`src/rtl/pipe_stage_skid_reg_if.sv`:
```
// Handshake bundle for pipe_stage_skid_reg: upstream valid/ready in, downstream valid/ready out.
// master = surrounding stages, slave = the stage register itself.
interface pipe_stage_skid_reg_if #(
    parameter int DW  = 128,
    parameter int TW  = 2,
    parameter int A3W = 5
);
    logic           in_valid;
    logic           in_ready;
    logic [DW-1:0]  in_data;
    logic [A3W-1:0] in_a3;
    logic [TW-1:0]  in_tnew;
    logic           out_valid;
    logic           out_ready;
    logic [DW-1:0]  out_data;
    logic [A3W-1:0] out_a3;
    logic [TW-1:0]  out_tnew;

    modport master (
        output in_valid, in_data, in_a3, in_tnew, out_ready,
        input  in_ready, out_valid, out_data, out_a3, out_tnew
    );

    modport slave (
        input  in_valid, in_data, in_a3, in_tnew, out_ready,
        output in_ready, out_valid, out_data, out_a3, out_tnew
    );
endinterface

```
`src/rtl/pipe_stage_skid_reg.sv`:
```
// Pipeline stage register with 2-entry skid buffer, flush and hazard fields (a3, tnew).
// Define PIPE_STAGE_TNEW_AGE_EN to age stored tnew while entries are stalled.
module pipe_stage_skid_reg #(
    parameter int DW  = 128,
    parameter int TW  = 2,
    parameter int A3W = 5
) (
    input  logic                  clk,
    input  logic                  reset,
    input  logic                  flush,
    pipe_stage_skid_reg_if.slave  bus,
    output logic [1:0]            occupancy
);

    typedef enum logic [1:0] {
        EMPTY = 2'd0,
        ONE   = 2'd1,
        TWO   = 2'd2
    } state_t;

    state_t         state_q, state_d;
    logic [DW-1:0]  main_data_q, main_data_d;
    logic [A3W-1:0] main_a3_q, main_a3_d;
    logic [TW-1:0]  main_tnew_q, main_tnew_d;
    logic [DW-1:0]  skid_data_q, skid_data_d;
    logic [A3W-1:0] skid_a3_q, skid_a3_d;
    logic [TW-1:0]  skid_tnew_q, skid_tnew_d;
    logic [TW-1:0]  in_tnew_sat;

    function automatic logic [TW-1:0] dec_sat(input logic [TW-1:0] v);
        return (v == '0) ? '0 : v - 1'b1;
    endfunction

    // Applied to every entry that stays put for a cycle, and to skid->main promotion.
    function automatic logic [TW-1:0] age(input logic [TW-1:0] v);
`ifdef PIPE_STAGE_TNEW_AGE_EN
        return dec_sat(v);
`else
        return v;
`endif
    endfunction

    assign in_tnew_sat = dec_sat(bus.in_tnew);

    always_comb begin
        state_d     = state_q;
        main_data_d = main_data_q;
        main_a3_d   = main_a3_q;
        main_tnew_d = main_tnew_q;
        skid_data_d = skid_data_q;
        skid_a3_d   = skid_a3_q;
        skid_tnew_d = skid_tnew_q;
        if (flush) begin
            state_d = EMPTY;
        end else begin
            unique case (state_q)
                EMPTY: begin
                    if (bus.in_valid) begin
                        main_data_d = bus.in_data;
                        main_a3_d   = bus.in_a3;
                        main_tnew_d = in_tnew_sat;
                        state_d     = ONE;
                    end
                end
                ONE: begin
                    if (bus.out_ready) begin
                        if (bus.in_valid) begin
                            main_data_d = bus.in_data;
                            main_a3_d   = bus.in_a3;
                            main_tnew_d = in_tnew_sat;
                        end else begin
                            state_d = EMPTY;
                        end
                    end else begin
                        main_tnew_d = age(main_tnew_q);
                        if (bus.in_valid) begin
                            skid_data_d = bus.in_data;
                            skid_a3_d   = bus.in_a3;
                            skid_tnew_d = in_tnew_sat;
                            state_d     = TWO;
                        end
                    end
                end
                TWO: begin
                    if (bus.out_ready) begin
                        main_data_d = skid_data_q;
                        main_a3_d   = skid_a3_q;
                        main_tnew_d = age(skid_tnew_q);
                        state_d     = ONE;
                    end else begin
                        main_tnew_d = age(main_tnew_q);
                        skid_tnew_d = age(skid_tnew_q);
                    end
                end
                default: state_d = EMPTY;
            endcase
        end
    end

    always_ff @(posedge clk) begin
        if (!reset) begin
            state_q     <= EMPTY;
            main_data_q <= '0;
            main_a3_q   <= '0;
            main_tnew_q <= '0;
            skid_data_q <= '0;
            skid_a3_q   <= '0;
            skid_tnew_q <= '0;
        end else begin
            state_q     <= state_d;
            main_data_q <= main_data_d;
            main_a3_q   <= main_a3_d;
            main_tnew_q <= main_tnew_d;
            skid_data_q <= skid_data_d;
            skid_a3_q   <= skid_a3_d;
            skid_tnew_q <= skid_tnew_d;
        end
    end

    // Bubbles must never forward or stall, so every field is masked when invalid.
    assign bus.out_valid = (state_q != EMPTY);
    assign bus.in_ready  = (state_q != TWO);
    assign bus.out_data  = bus.out_valid ? main_data_q : '0;
    assign bus.out_a3    = bus.out_valid ? main_a3_q : '0;
    assign bus.out_tnew  = bus.out_valid ? main_tnew_q : '0;

    always_comb begin
        occupancy = 2'd0;
        unique case (state_q)
            EMPTY:   occupancy = 2'd0;
            ONE:     occupancy = 2'd1;
            TWO:     occupancy = 2'd2;
            default: occupancy = 2'd0;
        endcase
    end

endmodule

```
`src/flat_wrapper.sv`:
```
// flat-port wrapper written by rule: the top's interface ports become plain ports
module pipe_stage_skid_reg_flat 
#(
    parameter int DW  = 128,
    parameter int TW  = 2,
    parameter int A3W = 5
)
  (clk, reset, flush, occupancy, bus_in_valid, bus_in_data, bus_in_a3, bus_in_tnew, bus_out_ready, bus_in_ready, bus_out_valid, bus_out_data, bus_out_a3, bus_out_tnew);
  pipe_stage_skid_reg_if #(.DW(DW), .TW(TW), .A3W(A3W)) bus_i ();
  input  logic clk;
  input  logic reset;
  input  logic flush;
  output logic [1:0] occupancy;
  input wire logic [$bits(bus_i.in_valid)-1:0] bus_in_valid;
  input wire logic [$bits(bus_i.in_data)-1:0] bus_in_data;
  input wire logic [$bits(bus_i.in_a3)-1:0] bus_in_a3;
  input wire logic [$bits(bus_i.in_tnew)-1:0] bus_in_tnew;
  input wire logic [$bits(bus_i.out_ready)-1:0] bus_out_ready;
  output wire logic [$bits(bus_i.in_ready)-1:0] bus_in_ready;
  output wire logic [$bits(bus_i.out_valid)-1:0] bus_out_valid;
  output wire logic [$bits(bus_i.out_data)-1:0] bus_out_data;
  output wire logic [$bits(bus_i.out_a3)-1:0] bus_out_a3;
  output wire logic [$bits(bus_i.out_tnew)-1:0] bus_out_tnew;
  assign bus_i.in_valid = bus_in_valid;
  assign bus_i.in_data = bus_in_data;
  assign bus_i.in_a3 = bus_in_a3;
  assign bus_i.in_tnew = bus_in_tnew;
  assign bus_i.out_ready = bus_out_ready;
  assign bus_in_ready = bus_i.in_ready;
  assign bus_out_valid = bus_i.out_valid;
  assign bus_out_data = bus_i.out_data;
  assign bus_out_a3 = bus_i.out_a3;
  assign bus_out_tnew = bus_i.out_tnew;
  pipe_stage_skid_reg #(.DW(DW), .TW(TW), .A3W(A3W)) u_core (.clk(clk), .reset(reset), .flush(flush), .bus(bus_i), .occupancy(occupancy));
endmodule
```
`config.mk`:
```
export PLATFORM = sky130hd
export DESIGN_NAME = pipe_stage_skid_reg_flat
export DESIGN_NICKNAME = d
export VERILOG_FILES = /design/src/rtl/pipe_stage_skid_reg_if.sv /design/src/rtl/pipe_stage_skid_reg.sv /design/src/flat_wrapper.sv
export SDC_FILE = /design/constraint.sdc
export NUM_CORES = 1
export LEC_CHECK = 0
export ABC_AREA = 1
export CAP_MARGIN = 40
export CORE_MARGIN = 2
export CORE_UTILIZATION = 69
export CTS_CLUSTER_DIAMETER = 30
export DETAILED_ROUTE_END_ITERATION = 8
export DONT_BUFFER_PORTS = 1
export GPL_TIMING_DRIVEN = 0
export PLACE_DENSITY = 0.88
export SETUP_SLACK_MARGIN = 0.05
export SYNTH_ARGS = -nofsm -noshare
export SYNTH_HDL_FRONTEND = slang
export SYNTH_SLANG_ARGS = --single-unit
```
`constraint.sdc`:
```
create_clock -name clk -period 3.85 [get_ports clk]
set_input_delay 0.385 -clock clk [delete_from_list [all_inputs] [get_ports clk]]
set_output_delay 0.385 -clock clk [all_outputs]
set_load 0.01 [all_outputs]
```
== Word-level counts from Yosys, hierarchy flattened ==
Index checks and enable logic that the tools add are counted.

* Bitwise logic cells: 3
* Multiplexer cells: 23
* $add $sub $neg: 1
* Reductions and logical operators: 8
* Eq/ne operators: 8

{| class="wikitable"
|+ Operator list
! kind !! count
|-
| 2-to-1 mux 128 bit || 4
|-
| one-hot mux 128 bit (3 select lines) || 1
|-
| 2-to-1 mux 2 bit || 10
|-
| 2-to-1 mux 5 bit || 4
|-
| one-hot mux 5 bit (3 select lines) || 1
|-
| one-hot mux 2 bit (3 select lines) || 2
|-
| AND reduction 4 bit || 3
|-
| inequality test 2 bit (second input constant) || 4
|-
| inequality test 3 bit (second input constant) || 2
|-
| logical NOT 2 bit || 2
|-
| one-hot mux 2 bit (2 select lines) || 1
|-
| inverter 1 bit || 3
|-
| nonzero test 3 bit || 1
|-
| equality test 2 x 1 -> 1 bit (second input constant) || 1
|-
| equality test 2 bit (second input constant) || 1
|-
| nonzero test 2 bit || 1
|-
| OR reduction 2 bit || 1
|-
| subtractor 2 x 1 -> 2 bit (second input constant) || 1
|}

* Bits of input ports: 140
* Flip-flop bits (word level): 272
* Output and inout port bits: 139

== Depth between registers and ports, before layout ==
* Depth in word-level cells: 5
* Mapped depth: 10
* Gate-level depth less buffers: 7

== Least setup slack after synthesis ==
Ideal clock, no wire load.

* Path kind: reg2out
* Start: register u_core.state_q[1]
* End: output port bus_out_valid
* Required time: 3.465 ns
* Arrival time: 1.280 ns
* Setup slack: 2.185 ns
* Cell stages (with the launch flop): 6
* Cell sequence: dfxtp_1 > buf_2 > nor2_1 > buf_2 > buf_2 > inv_1

* Cells in the longest elaborated chain, start to end: 1

{| class="wikitable"
|+ RTL lines
! item !! RTL line !! source
|-
| start, declared || pipe_stage_skid_reg.sv:21 || <nowiki>state_t state_q, state_d;</nowiki>
|-
| start signal, assigned || pipe_stage_skid_reg.sv:110 || <nowiki>state_q <= state_d;</nowiki>
|-
| nonzero test 2 bit || pipe_stage_skid_reg.sv:121 || <nowiki>assign bus.out_valid = (state_q != EMPTY);</nowiki>
|-
| end, declared || flat_wrapper.sv:20 || <nowiki>output wire logic [$bits(bus_i.out_valid)-1:0] bus_out_valid;</nowiki>
|}

No other way between the ends.

== Worst setup path after layout ==
* Start: register u_core.state_q[1]
* End: output port bus_out_a3[0]

* Cells in the longest elaborated chain, start to end: 2

{| class="wikitable"
|+ RTL lines
! item !! RTL line !! source
|-
| nonzero test 2 bit || pipe_stage_skid_reg.sv:121 ||
|-
| 2-to-1 mux 5 bit || pipe_stage_skid_reg.sv:124 || <nowiki>assign bus.out_a3 = bus.out_valid ? main_a3_q : '0;</nowiki>
|-
| end, declared || flat_wrapper.sv:22 || <nowiki>output wire logic [$bits(bus_i.out_a3)-1:0] bus_out_a3;</nowiki>
|}

No other way between the ends.

==> results.yml <==
status:
  status: "finished with violations"
  failed_checks: "hold timing"
critical_path:
  crit_path_max_fanout: 10
  most_numerous_cell_on_the_critical_path: "nor2_1"
  worstSetupPathType: "register to primary output"
  critical-path-max-stage-delay_ns: 0.43
  sequence_of_cells_on_the_critical_path: "buf_2, nor2_1, buf_4, clkbuf_1, nor2_1"
  critical_path.startpoint_type: "register"
  crit_path_top_delay_cell: "clkbuf_1"
  worst-r2r-cell-count: 8
  cp_data_arrival_time_ns: 2.26
  worstSetupEndpointType: "primary output"
  worstPathRequired_ns: 3.46
timing:
  timing.slew.headroom: 0.5066
  max_slew.worst_pin.slew_ns: 0.7401
  min_period_over_period: 0.6883
  fin_tns_setup_ns: 0
  finalWorstPathRequiredPeriod_ns: 2.650
  final.setup.worst_slack_ns: 1.200
  final-setup-viol-count: 0
  unrepaired_setup_endpoints_after_global_routing: "false"
  f_max_ghz: 0.3774
  clock-skew-final_ns: 0.01434
  final_hold_viol_count: 1
  report.final.slew_viol_count: 0
  hold_slack_ns: -0.005039
synthesis:
  syn_inst: 2051
  yosys_warnings: 0
  synth_seq_area_share: 0.4382
  synth.ff_latch_count: 272
  synthesis.area_per_instance_um2: 6.059
  synth_nets: 2191
  syn_area_um2: 12430
  yosys.cell_types.count: 18
placement:
  port_buffers: 0
  placedCellCount: 2281
  final_weighted_congestion_in_routability_driven_placement: 0.9054
  final_hpwl_from_detailed_placement_um: 23140
  pre_cts_ws_ns: 1.764
global_routing:
  grt_pass1_wl_um: 58330
  grt_max_degree: 13
  grt_remaining_overflow: 0
  antenna_found_initial: 0
  first_global_vias: 12120
  grt_use_total: 0.3709
route:
  via_count: 12730
  ant_nets: 0
  routed-wl-met2_um: 17700
  routedLengthMet1_um: 13970
  avgRoutedWirePerCell_um: 15.56
  initial_detailed_routing_violation_count: 870
  drcViolationCount: 0
  met3_wirelength_um: 3694
  routed_wirelength_um: 37150
  top_layer_used: "met4"
  vias_per_cell: 5.333
  detailedRoute.firstPassIterationCount: 7
min_path:
  min_delay_path_depth: 2
  worstHoldPathType: "input pin to register"
cts:
  clock_tree.buffer_depth: 3
  clkTransAtPathRegs_ns: 0.05
  cts_h_tree_lvls: 2
  clock_tree_from_tritoncts: "done"
  numClockSinks: 272
  post-cts-setup-buffer-count: 0
  clk-insertion-delay-late_ns: 0.54
  tritoncts_buffer_count: 50
  clockRootBuffer: "clkbuf_16"
power:
  power_density_nw_per_um2: 592.9
  report.power.total_uw: 8802
  p_leak_uw: 0.007271
  vdd.ir_drop.worst_mv: 0.6407
final_layout:
  area.sequential_um2: 5445
  multi_input_area_um2: 5846
  fillers: 1171
  final_nets: 2256
  syn_to_final_growth_pct: 19.46
  num_antenna_cells: 0
  instances_no_fill: 2387
  share_of_layout_cells_above_drive_strength_1: 0.07322
floorplan:
  dieArea_um2: 19100
  fp.coreArea_um2: 17840
  fp.dieH_um: 138.2
  design.portCount: 279
  start_util: 0.6965
  placementRows: 49
  horizontal_extent_of_the_die_um: 138.2
flow_run:
  timing.max_cap.violations: 0
-- state kept, by name, indices dropped and copies added, names as in the netlist --
register            cells
u_core.skid_data_q    128
u_core.main_tnew_q      2
u_core.state_q          2
u_core.main_data_q    128
u_core.skid_a3_q        5
u_core.skid_tnew_q      2
u_core.main_a3_q        5
-- worst max-delay path, delay by kind of cell, from the launching register on --
family                 cells  cell delay, ns
DFF                        1            0.29
buffers and inverters      3            0.85
and+or+nand+nor            2            0.59
-- layout make-up --
class                      count  share of cell area
multi-input combinational   1502              0.3938
sequential                   272              0.3668
clock buffer                  60             0.09381
clock inverter                34             0.04121
buffer                       132             0.03987
inverter                     145             0.03666
tap                          229             0.01930
timing repair buffer          13            0.008597
-- final timing paths --
kind | from | endpoint | slack (ns)
min | bus_in_data[34] | u_core.skid_data_q[34]$_SDFFE_PN0P_ | -0.005
max reg2reg | u_core.state_q[1]$_SDFFE_PP0P_ | u_core.skid_data_q[45]$_SDFFE_PN0P_ | 1.76
max | u_core.state_q[1]$_SDFFE_PP0P_ | bus_out_a3[0] | 1.20
min reg2reg | u_core.skid_data_q[46]$_SDFFE_PN0P_ | u_core.skid_data_q[46]$_SDFFE_PN0P_ | 0.48
-- synth_stat cells --
cell type  instances  area [um2]
a211oi_1           1       7.510
a21oi_1            2       10.01
buf_1              8       30.03
buf_2             50       250.2
buf_4              9       67.56
clkbuf_1          65       244.0
dfxtp_1          272        5445
inv_1            143       536.8
inv_2              2       7.510
nand2_1          681        2556
nand3_2            2       20.02
nor2_1           676        2537
nor2_4             1       11.26
o21ai_0          115       575.6
o21ai_1           21       105.1
o21ai_2            1       8.760
o21bai_1           1       7.510
or2_2              1       6.260
-- cells by family after synthesis --
logic type	share of synthesized area
compound gates	0.05749
buf+inv	0.09142
simple gates	0.4129
flops	0.4382
-- where the power goes --
| part | total (uW) | internal (uW) | leakage [uW] | switching [uW] |
|---|---|---|---|---|
| combinational | 618 | 194 | 0.00408 | 424 |
| sequential | 2980 | 2940 | 0.00222 | 38.7 |
| clock | 5200 | 3660 | 0.000974 | 1540 |
| total | 8800 | 6790 | 0.00727 | 2010 |
-- stage by stage --
| stage | util | cell area [um2] |
|---|---|---|
| finish | 0.8321 | 14850 |
| global route | 0.8321 | 14850 |
| CTS | 0.8321 | 14850 |
| detailed placement | 0.7130 | 12720 |
| global placement | 0.7126 | 12710 |
| floorplan | - | 12430 |
-- per-layer routing --
layer,vias up,global-route usage
met2,599,0.6352
met1,5756,0.4277
met4,0,0.1799
met3,139,0.1060
li1,6237,-
met5,-,0
-- placed cells by master (no fill, tap or decap), types with 12 or more instances in the layout --
cell type      instances
dfxtp_1              272
clkbuf_1              68
inv_1                143
clkbuf_16             53
bufinv_16             16
o21ai_1               21
o21ai_0              115
nor2_1               676
dlygate4sd3_1         12
nand2_1              681
buf_2                 50
-- timing repair --
item                      in CTS  in global routing
hold endpoints to repair      10                  0
gates resized for setup        0                  0
hold buffers                  12                  0
Note: power is estimated with default switching activity, not from simulation.
